===== src/rtl/sample_buffer_arbiter.sv =====
// sample_buffer_arbiter
// Arbitrates one operation per cycle on the filter's single-port sample memory.
// Writes come from the quantiser and reads come from the FIR engine.
// It keeps the circular write pointer and the stored-sample count.
// It maps history offsets to physical addresses.
// A read beyond the stored history returns zero; this is the filter's zero-padding.
module sample_buffer_arbiter #(
  parameter int DEPTH = 256,
  parameter int AW    = 8,
  parameter int DW    = 8
) (
  input  logic          clk,
  input  logic          rst,
  input  logic          clr,
  input  logic          wr_req,
  input  logic [DW-1:0] wr_data,
  output logic          wr_ack,
  input  logic          rd_req,
  input  logic [AW-1:0] rd_offset,
  output logic          rd_ack,
  output logic          rd_valid,
  output logic [DW-1:0] rd_data,
  output logic          mem_en,
  output logic          mem_we,
  output logic [AW-1:0] mem_addr,
  output logic [DW-1:0] mem_wdata,
  input  logic [DW-1:0] mem_rdata,
  output logic [AW:0]   count,
  output logic          empty,
  output logic          full
);

  localparam logic [AW:0] CNT_MAX = (AW+1)'(DEPTH);

  logic [AW-1:0] wr_ptr;
  logic [AW:0]   cnt;
  logic          last_gnt;   // 0: last grant was a write, 1: last grant was a read
  logic          gnt_w;
  logic          gnt_r;
  logic          in_hist;
  logic          rd_vld_p1;
  logic          rd_zero_p1;

  // Count saturates at DEPTH; once full, new writes overwrite the oldest sample
  function automatic logic [AW:0] sat_inc(input logic [AW:0] c);
    return (c == CNT_MAX) ? c : c + (AW+1)'(1);
  endfunction

  // Round-robin grant; on contention the side not served last time wins
  always_comb begin
    in_hist = ({1'b0, rd_offset} < cnt);
    gnt_w   = !clr && wr_req && (!rd_req || last_gnt);
    gnt_r   = !clr && rd_req && (!wr_req || !last_gnt);
  end

  // Mealy memory drive; an out-of-history read is acked but leaves the memory idle
  always_comb begin
    wr_ack    = gnt_w;
    rd_ack    = gnt_r;
    mem_en    = gnt_w || (gnt_r && in_hist);
    mem_we    = gnt_w;
    mem_wdata = wr_data;
    mem_addr  = gnt_w ? wr_ptr : (wr_ptr - AW'(1) - rd_offset);
  end

  // Stage p0 -> p1: pointer/count bookkeeping and the read-response pipeline
  always_ff @(posedge clk or posedge rst) begin
    if (rst) begin
      wr_ptr     <= '0;
      cnt        <= '0;
      last_gnt   <= 1'b1;
      rd_vld_p1  <= 1'b0;
      rd_zero_p1 <= 1'b0;
    end else begin
      rd_vld_p1  <= gnt_r;
      rd_zero_p1 <= gnt_r && !in_hist;
      if (clr) begin
        wr_ptr <= '0;
        cnt    <= '0;
      end else if (gnt_w) begin
        wr_ptr   <= wr_ptr + AW'(1);
        cnt      <= sat_inc(cnt);
        last_gnt <= 1'b0;
      end else if (gnt_r) begin
        last_gnt <= 1'b1;
      end
    end
  end

  // Zero-padding substitution on the memory read data
  always_comb begin
    rd_valid = rd_vld_p1;
    rd_data  = rd_zero_p1 ? '0 : mem_rdata;
    count    = cnt;
    empty    = (cnt == '0);
    full     = (cnt == CNT_MAX);
  end

endmodule


===== config.mk =====
export PLATFORM = sky130hd
export DESIGN_NAME = sample_buffer_arbiter
export DESIGN_NICKNAME = d
export VERILOG_FILES = /design/src/rtl/sample_buffer_arbiter.sv
export SDC_FILE = /design/constraint.sdc
export NUM_CORES = 1
export LEC_CHECK = 0
export BUFFER_PORTS_ARGS = -buffer_cell sky130_fd_sc_hd__buf_4
export CAP_MARGIN = 30
export CORE_MARGIN = 5
export CORE_UTILIZATION = 53
export DETAILED_ROUTE_END_ITERATION = 10
export MAX_ROUTING_LAYER = met4
export PLACE_DENSITY = 0.86
export SLEW_MARGIN = 10
export SYNTH_ARGS = -nofsm -noshare
export SYNTH_HDL_FRONTEND = slang
export SYNTH_SLANG_ARGS = --single-unit
export TNS_END_PERCENT = 100

===== constraint.sdc =====
create_clock -name clk -period 4.43 [get_ports clk]
set_clock_uncertainty 0.05 [all_clocks]
set_input_delay 0.6645 -clock clk [delete_from_list [all_inputs] [get_ports clk]]
set_output_delay 0.6645 -clock clk [all_outputs]
set_load 0.01 [all_outputs]

== Yosys cells after proc, flatten, opt, wreduce, memory -nomap -nowiden ==
Index checks and enable logic that the tools add are counted.
Storage, ports and cells
  register bits: 20
  bits of input ports: 29
  latch bits: 0
  output and inout port bits: 40
  ROM bits: 0
  logic and storage cells: 41
  memories: 0
  memory bits (writable): 0
Cells by class
  shift operators: 0
  eq/ne operators: 2
  divide/modulo/power cells: 0
  muxes and demuxes: 9
  bitwise gates (word level): 1
  add/sub/neg operators: 4
  magnitude comparators: 1
  multipliers: 0
  reduce and logical (&&, ||, !) cells: 19
Operator list (number)
  $mux 8: 4
  $mux 9: 3
  $add 9x1->9 const B: 1
  $eq 9x9->1 const B: 1
  $logic_not 9->1: 1
  $lt 8x9->1: 1
  $add 8x1->8 const B: 1
  $sub 8x1->8 const B: 1
  $sub 8x8->8: 1
  $logic_and 1x1->1: 6
  $logic_not 1->1: 5
  $reduce_and 2->1: 2
  $reduce_bool 2->1: 2
  $logic_or 1x1->1: 3
  $mux 1: 2
  $ne 2x2->1 const B: 1
  $not 1->1: 1

== Logic depth before layout (Yosys ltp) ==
Gate-level depths: netlist (run 1).
  depth after elaboration: 5
  depth in mapped cells: 8
  mapped depth without buffers: 8

== Worst setup path before layout (run 1) ==
No wires, ideal clock.
  path type: in2out
  start: in rd_offset[0]
  end: out mem_addr[6]
  arrival: 2.075 ns
  slack: 1.641 ns
  buffers on the path: 0
  required time: 3.716 ns
  stages: 8
  path through: inv_1 > ha_1 > fa_1 > a21oi_1 > o21ai_0 > a21oi_1 > xor2_1 > o21ai_0
Between the ends
  longest elaborated chain between the ends: 2
RTL lines
  start, declared: line 19  | input logic [AW-1:0] rd_offset,
  $sub 8x8->8: line 63  | mem_addr = gnt_w ? wr_ptr : (wr_ptr - AW'(1) - rd_offset);
  $mux 8: line 63
  end, declared: line 25  | output logic [AW-1:0] mem_addr,
No other way between the ends.

== Final worst setup path (run 1) ==
  start: reg wr_ptr[0]
  end: out mem_addr[6]
Between the ends
  longest elaborated chain between the ends: 3
RTL lines
  start, declared: line 35  | logic [AW-1:0] wr_ptr;
  start signal, assigned: line 81  | wr_ptr <= wr_ptr + AW'(1);
  $sub 8x1->8: line 63
  $sub 8x8->8: line 63
  $mux 8: line 63
No other way between the ends.

==> results of run 1 <==
worst max path at each step:
stage,slack [ps],from,cells past startpoint,to
floorplan,1640,rd_offset[0],8,mem_addr[6]
global placement,1430,rd_offset[0],10,mem_addr[6]
detailed placement,1420,rd_offset[1],9,mem_addr[7]
CTS,1390,wr_ptr[0],8,mem_addr[6]
global route,1200,wr_ptr[2],7,mem_addr[7]
finish,1370,wr_ptr[0],8,mem_addr[6]
per-stage QoR:
step | cell area, um^2 | cells | power [W]
2_1_floorplan | 1760 | 208 | 0.000285
6_report | 2130 | 296 | 0.000425
4_1_cts | 2130 | 296 | 0.000429
3_3_place_gp | 2100 | 292 | 0.000333
5_1_grt | 2130 | 296 | 0.000455
3_5_place_dp | 2100 | 292 | 0.000336
layout make-up:
type | count | area, um^2 | area share
multi-input combinational | 153 | 1070 | 0.504
sequential | 20 | 502 | 0.236
timing repair buffer | 52 | 390 | 0.184
inverter | 21 | 80.1 | 0.0376
tap | 46 | 57.6 | 0.0271
clock buffer | 4 | 26.3 | 0.0124
kinds of logic (layout without fill, tap and decap cells):
family          Yosys count  after routing  synth area share
xor+xnor                 12             12            0.0598
buf+inv                  35             77             0.105
fa+ha+maj                18             18             0.132
simple gates             76             76             0.247
mux                       2              2            0.0114
compound gates           45             45             0.159
flops                    20             20             0.286
cells in the mapped netlist, types with 3 or more instances:
library cell	instances	area share
nand3b_1	3	0.013
a21oi_1	13	0.037
o21ai_0	15	0.043
nand2_1	21	0.045
nand2b_1	6	0.021
inv_1	20	0.043
nand3_1	5	0.014
nor2_1	11	0.024
buf_4	9	0.038
nor2b_1	9	0.032
dfrtp_1	19	0.27
xnor2_1	10	0.050
nand4_1	7	0.025
and3_1	4	0.014
a21o_1	3	0.013
ha_1	17	0.12
routing by layer:
metal	wire length, um	global-route usage	part of all wire
met5	0	-	0
met4	65	0.0759	0.016
met3	374	0.0682	0.092
met2	1870	0.311	0.46
met1	1760	0.244	0.43
registers in the layout (all words and copies together) (netlist names):
| name | flops |
|---|---|
| count | 9 |
| last_gnt | 1 |
| rd_valid | 1 |
| wr_ptr | 8 |
| rd_zero_p1 | 1 |
critical path, delay by kind of cell, from the launching register on:
| family | cells | cell delay, ps |
|---|---|---|
| adders and majority gates | 2 | 680 |
| AOI/OAI and AO/OA | 4 | 570 |
| DFF | 1 | 470 |
| buffers and inverters | 1 | 160 |
| xor gates and xnor gates | 1 | 150 |
power groups by stage:
stage	clock network [W]	registers (W)	logic, W
detailed placement	0	0.000202	0.000134
global placement	0	0.000202	0.000131
floorplan	0	0.000201	0.0000840
global route	0.000104	0.000200	0.000150
CTS	0.0000958	0.000199	0.000135
finish	0.0000936	0.000199	0.000133
==> impl_metrics.yaml, run 1 <==
critical_path:
  critPathKind: "flop to output port"
  slowest_delay_ps: 470
  setup.worst_path.start_class: "flop"
  worstReg2RegEnd: "wr_ptr[7]"
  crit_slowest_cell: "dfrtp_1"
  crit_path_max_fanout: 7
  r2r_start: "last_gnt"
  r2r_setup_slack_ps: 2570
  cp_cell_sequence: "ha_1 -> fa_1 -> a21oi_1 -> o21ai_0 -> a21oi_1 -> xor2_1 -> o21ai_0 -> buf_4"
  end_kind: "output port"
  crit_required_ps: 3720
  rr_worst_depth: 6
  cp_data_arrival_time_ps: 2340
detailed_routing:
  drc: 0
  dr_total_vias: 1623
  drtIter0Drc: 103
  viasPerCell: 5.48
  wire_per_inst_um: 13.7
  postRouteAntennaNets: 0
  dr.pass1.iters: 4
  wl_um: 4060
cells_and_area:
  nFillCells: 293
  final_common_cell: "buf_4"
  finalNetCount: 298
  drive_above_1_share: 0.252
  area_growth_syn_to_layout_pct: 21.1
  antenna_cells: 0
  final_cell_mix: "buf_4 (52), nand2_1 (21), inv_1 (20)"
  post-route-util: 0.648
synthesis:
  syn_area_per_cell_um2: 8.45
  yosys_register_bits: 20
  synth_edf_count: 0
  ys.flop_type: "dfrtp_1"
  synth_cell_types: 42
  syn_nets: 255
  synthArstFlopShare: 1.00
  yosysSeqAreaShare: 0.286
  syn_inst: 208
  syn-cell-area_um2: 1760
  yosysWarnings: 0
place:
  hpwl_um: 3180
  place.gp.congestion: 0.888
  place_ws_ps: 1420
  port_buffers: 52
job:
  drv_cap: 0
cts:
  post_cts_buffers: 0
  htreeDepth: 1
  cts.sinks: 20
  clock_tree.buffer_depth: 2
  postCtsHoldBufs: 0
  cts.clk_slew.worst_paths_ps: 120
  numCtsBuffers: 3
  cts.repair.resized: 0
  cts-root-buf: "clkbuf_4"
  tritoncts: "built"
  clock_latency_ps: 310
global_routing:
  grt_pass1_wl_um: 6870
  overflow: 0
  antenna_found_initial: 0
  grt_max_degree: 30
  grt_pass1_vias: 1532
  grt.total_usage: 0.202
timing:
  setup_viol: 0
  slew_viol_final: 0
  finalHoldViolCount: 0
  fin_crit_sh: 0.690
  post-route-min-period_ps: 3060
  finalWorstSetupSlack_ps: 1370
  tightest_slew_ps: 766
  whs_ps: 428
  grt_setup_unrepaired: "no"
  tns_ps: 0
  max_slew_margin: 0.489
  fmax_mhz: 327
pwr:
  internal-power_w: 0.000291
  power_density_nw_per_um2: 200
  ir_drop_uv: 167
  seq_power_share: 0.467
  p_clk_frac: 0.220
  switching_share: 0.316
  switchingPower_w: 0.000135
  p_leak_nw: 1.06
  comb_power_share: 0.313
worst_hold_path:
  min_path_type: "input pin to asynchronous set/reset pin"
floorplan:
  ios: 69
  die_w_um: 67.6
  core_um2: 3280
  rows: 21
  die_area_um2: 4570
  die_h_um: 67.6
  start_util: 0.535
status:
  run_status: "completed"
No activity file was read; power rests on OpenSTA's default activity.
==> run 2, diff against run 1 <==
CORE_UTILIZATION = 44   (was 53)
PLACE_DENSITY = 0.76   (was 0.86)
clock period = 2.6 ns   (was 4.43 ns; I/O delays follow)
==> run 2 against run 1 <==
Wire length grew 6.1%; clock power rose to 3.4 times the previous value; die area is 17% higher; critical path depth shrank 1; count of clock-buffer cells in the layout fell by 1; worst hold slack worse by 210 ps; total power is 110% higher; largest cell class unchanged; cell area is 9.2% higher.
==> impl_metrics.yaml, run 2 (synthesis results as in run 1) <==
cts:
  cts.sinks: 20
  numCtsBuffers: 3
  cts.clk_slew.worst_paths_ps: 80
  tritoncts: "built"
  postCtsHoldBufs: 0
  htreeDepth: 1
  clock_tree.buffer_depth: 2
  clock_latency_ps: 260
  cts-root-buf: "clkbuf_8"
detailed_routing:
  wire_per_inst_um: 14.0
  drtIter0Drc: 67
  postRouteAntennaNets: 0
  wl_um: 4310
  viasPerCell: 5.21
  dr.pass1.iters: 4
  drc: 0
  dr_total_vias: 1604
cells_and_area:
  final_cell_mix: "buf_4 (60), nand2_1 (21), inv_1 (20)"
  drive_above_1_share: 0.333
  nFillCells: 357
  post-route-util: 0.589
  area_growth_syn_to_layout_pct: 32.2
  final_common_cell: "buf_4"
  largest_register_ffs: 9
  finalNetCount: 306
  antenna_cells: 0
worst_hold_path:
  min_path_type: "input pin to asynchronous set/reset pin"
global_routing:
  grt_max_degree: 21
  grt_pass1_wl_um: 6970
  grt_pass1_vias: 1537
  antenna_found_initial: 0
  overflow: 0
  grt.total_usage: 0.168
pwr:
  power_density_nw_per_um2: 393
  power_w: 0.000912
  p_leak_nw: 1.12
  ir_drop_uv: 232
critical_path:
  crit_path_max_fanout: 4
  setup.worst_path.start_class: "flop"
  crit_required_ps: 2160
  cp_data_arrival_time_ps: 2070
  critPathKind: "flop to output port"
  end_kind: "output port"
  crit_family: "compound AO/OA/AOI/OAI gates"
  slowest_delay_ps: 440
  path_buf_inv: 1
  cp_cell_sequence: "ha_4 -> a211oi_4 -> nor2_2 -> a221oi_2 -> xnor2_1 -> o32ai_1 -> buf_4"
  crit_slowest_cell: "dfrtp_2"
timing:
  grt_setup_unrepaired: "yes"
  slew_viol_final: 0
  post-route-min-period_ps: 2510
  tightest_slew_ps: 770
  finalHoldViolCount: 0
  fmax_mhz: 398
  max_slew_margin: 0.486
  fin_crit_sh: 0.967
  setup_viol: 0
place:
  place.gp.congestion: 0.815
  port_buffers: 52
  hpwl_um: 3240
status:
  run_status: "completed"
job:
  drv_cap: 0
floorplan:
  die_area_um2: 5360
  start_util: 0.446
  die_h_um: 73.2
  ios: 69
  die_w_um: 73.2
  rows: 23
  core_um2: 3940
[run 2: cell types whose count changed in the layout (fill, tap and decap cells not counted), moves of 2 or more]
cell and delta:
a21oi_1 -2, a21oi_2 +2, buf_4 +8, clkbuf_4 -3, clkbuf_8 +3, dfrtp_1 -2
dfrtp_2 +2, ha_1 -6, ha_2 +2, ha_4 +4
[run 2: final timing paths]
check,from,end,slack [ps],cells past startpoint
max,wr_ptr[1],mem_addr[7],90,7
min in group clk,wr_req,last_gnt,360,4
min reg2reg,last_gnt,last_gnt,460,2
max reg2reg,last_gnt,wr_ptr[7],620,7
max in group asynchronous,rst,wr_ptr[2],1750,2
min,rst,rd_zero_p1,220,2
[run 2: repair_timing]
action,CTS,global route
endpoints found under the setup margin,2,2
pin swaps,0,4
resized for setup,4,13
setup buffers,3,2
[run 2: worst register-to-register path, cell delays in order (launching register included)]
cell	delay [ps]
dfstp_2	550
nand2b_1	150
nand2b_4	150
clkinv_2	240
buf_4	220
and4_1	250
nand3_1	110
mux2i_1	140
[run 2: power breakdown]
| part | internal [W] | leakage, nW | switching [W] |
|---|---|---|---|
| clock network | 0.000206 | 0.0357 | 0.000111 |
| registers | 0.000324 | 0.270 | 0.0000110 |
| logic | 0.000132 | 0.817 | 0.000128 |
[run 2: through the flow]
step	instance area (um^2)	hold WS [ps]	instances	TNS [ps]	worst slack (ps)
finish	2320	217	308	0	86.1
global placement	2130	438	299	0	149
global route	2320	300	308	-38.7	-35.4
CTS	2240	258	306	0	17.0
floorplan	1760	303	208	0	354
detailed placement	2130	452	299	0	119
[run 2: routing by layer]
layer  global-route usage  vias to the layer above  part of all wire  routed length [um]
met1                0.216                      738              0.44                1910
met5                    -                        -                 0                   0
met2                0.274                       52              0.47                2040
met3               0.0303                        5             0.076                 327
met4               0.0389                        0            0.0081                  35
li1                     -                      809                 -                   -
[run 2: layout make-up]
class | instances | area (um^2) | area share
inverters | 21 | 80.1 | 0.0345
clock buffers | 3 | 41.3 | 0.0178
multi-input cells | 153 | 1150 | 0.497
clock inverters | 1 | 30.0 | 0.0129
flip-flops and latches | 20 | 504 | 0.217
repair buffers | 60 | 450 | 0.194
well taps | 50 | 62.6 | 0.0269
==> run 3, diff against run 2 <==
PLACE_DENSITY = 0.72   (was 0.76)
==> run 3 against run 2 <==
Die area did not move; largest cell class unchanged; core utilization fell by 1.7 points; highest routed layer unchanged; register-to-register slack improved by 30 ps; cell count fell by 0.65%; combinational power fell by 4%; setup slack improved by 32 ps; critical endpoint is now mem_addr[6]; sequential share of layout area rose by 0.64 points.
==> impl_metrics.yaml, run 3 (synthesis results as in run 1) <==
global_routing:
  grt_pass1_wl_um: 7000
  grt.total_usage: 0.165
  antenna_found_initial: 0
  grt_pass1_vias: 1538
  grt_max_degree: 21
  overflow: 0
pwr:
  internal-power_w: 0.000584
  seq_power_share: 0.405
  switchingPower_w: 0.000244
  comb_power_share: 0.302
  p_clk_frac: 0.293
  switching_share: 0.294
  power_density_nw_per_um2: 367
  power_w: 0.000828
  p_leak_nw: 1.10
  ir_drop_uv: 429
detailed_routing:
  dr_total_vias: 1608
  postRouteAntennaNets: 0
  drc: 0
  dr.pass1.iters: 4
  drtIter0Drc: 53
  wire_per_inst_um: 13.8
  wl_um: 4230
  viasPerCell: 5.25
floorplan:
  die_w_um: 73.2
  die_area_um2: 5360
  die_h_um: 73.2
  core_um2: 3940
  rows: 23
  start_util: 0.446
  ios: 69
critical_path:
  rr_worst_depth: 7
  crit_required_ps: 2160
  r2r_start: "last_gnt"
  setup.worst_path.start_class: "flop"
  end_kind: "output port"
  r2r_setup_slack_ps: 650
  crit_path_max_fanout: 5
  worstReg2RegEnd: "wr_ptr[7]"
  critPathKind: "flop to output port"
  cp_data_arrival_time_ps: 2040
timing:
  fmax_mhz: 403
  max_slew_margin: 0.475
  post-route-min-period_ps: 2480
  setup_viol: 0
  slew_viol_final: 0
  finalHoldViolCount: 0
  tightest_slew_ps: 787
  finalWorstSetupSlack_ps: 118
  fin_crit_sh: 0.955
  whs_ps: 226
place:
  hpwl_um: 3220
  placedInstanceArea_um2: 2140
  port_buffers: 52
  place.gp.congestion: 0.789
  place_ws_ps: 114
cts:
  cts.clk_slew.worst_paths_ps: 80
  clock_latency_ps: 260
  postCtsHoldBufs: 0
  tritoncts: "built"
  htreeDepth: 1
  numCtsBuffers: 3
  cts.sinks: 20
  cts-root-buf: "clkbuf_8"
  clock_tree.buffer_depth: 2
cells_and_area:
  largest_register_ffs: 9
  final_common_cell: "buf_4"
  area_growth_syn_to_layout_pct: 28.4
  final_cell_mix: "buf_4 (58), nand2_1 (21), inv_1 (20)"
  antenna_cells: 0
  drive_above_1_share: 0.324
  finalNetCount: 304
  final_area_um2: 2260
job:
  drv_cap: 0
worst_hold_path:
  min_path_type: "input pin to asynchronous set/reset pin"
status:
  run_status: "completed"
[run 3: cell types whose count changed in the layout (fill, tap and decap cells not counted), sizes merged]
cell,previous run,this run
buf,60,58
bufinv,1,0
clkbuf,3,4
[run 3: how the worst max path moves through the flow]
stage,startpoint,end,slack [ps],cells after the start
floorplan,wr_ptr[0],mem_addr[6],350,7
global placement,rd_offset[0],mem_addr[6],160,10
detailed placement,rd_offset[0],mem_addr[6],110,10
CTS,wr_ptr[1],mem_addr[7],-20,7
global route,wr_ptr[1],mem_addr[6],-6,8
finish,wr_ptr[1],mem_addr[6],120,8
[run 3: per-layer routing]
metal / GRT usage / up-vias / share of wire
met2: 0.264 / 57 / 0.46
met3: 0.0523 / 2 / 0.098
met5: - / - / 0
met1: 0.213 / 739 / 0.44
li1: - / 810 / -
met4: 0.0123 / 0 / 0.0045
[run 3: power by group through the flow]
stage	Combinational (W)	Clock, W	Sequential (W)
2_1_floorplan	0.000143	0	0.000342
3_3_place_gp	0.000234	0	0.000341
3_5_place_dp	0.000237	0	0.000342
4_1_cts	0.000238	0.000246	0.000336
5_1_grt	0.000275	0.000260	0.000338
6_report	0.000250	0.000243	0.000335
[run 3: area by class of cell]
cell class / instances / area (um^2)
timing repair buffer: 58 / 435
clock buffer: 4 / 55.1
sequential: 20 / 504
tap: 50 / 62.6
inverter: 21 / 80.1
fill: 358 / 1690
multi-input combinational: 153 / 1120
[run 3: worst max-delay path, stage by stage, from the launching register on]
cell	delay, ps
dfrtp_2	450
buf_4	160
fa_2	380
a21oi_2	160
o21ai_1	90
a21oi_1	160
xor2_1	160
o21ai_1	70
buf_4	140
[run 3: stage by stage]
stage	setup TNS (ps)	instances	utilization
6_report	0	306	0.572
5_1_grt	-5.54	306	0.572
4_1_cts	-16.7	304	0.557
3_5_place_dp	0	300	0.542
3_3_place_gp	0	300	0.542
2_1_floorplan	0	208	-
[run 3: timing repair]
action	in CTS	in global routing
pin swaps	0	6
hold endpoints to repair	0	0
setup endpoints to repair	2	2
resized for setup	2	14
buffers inserted	0	2
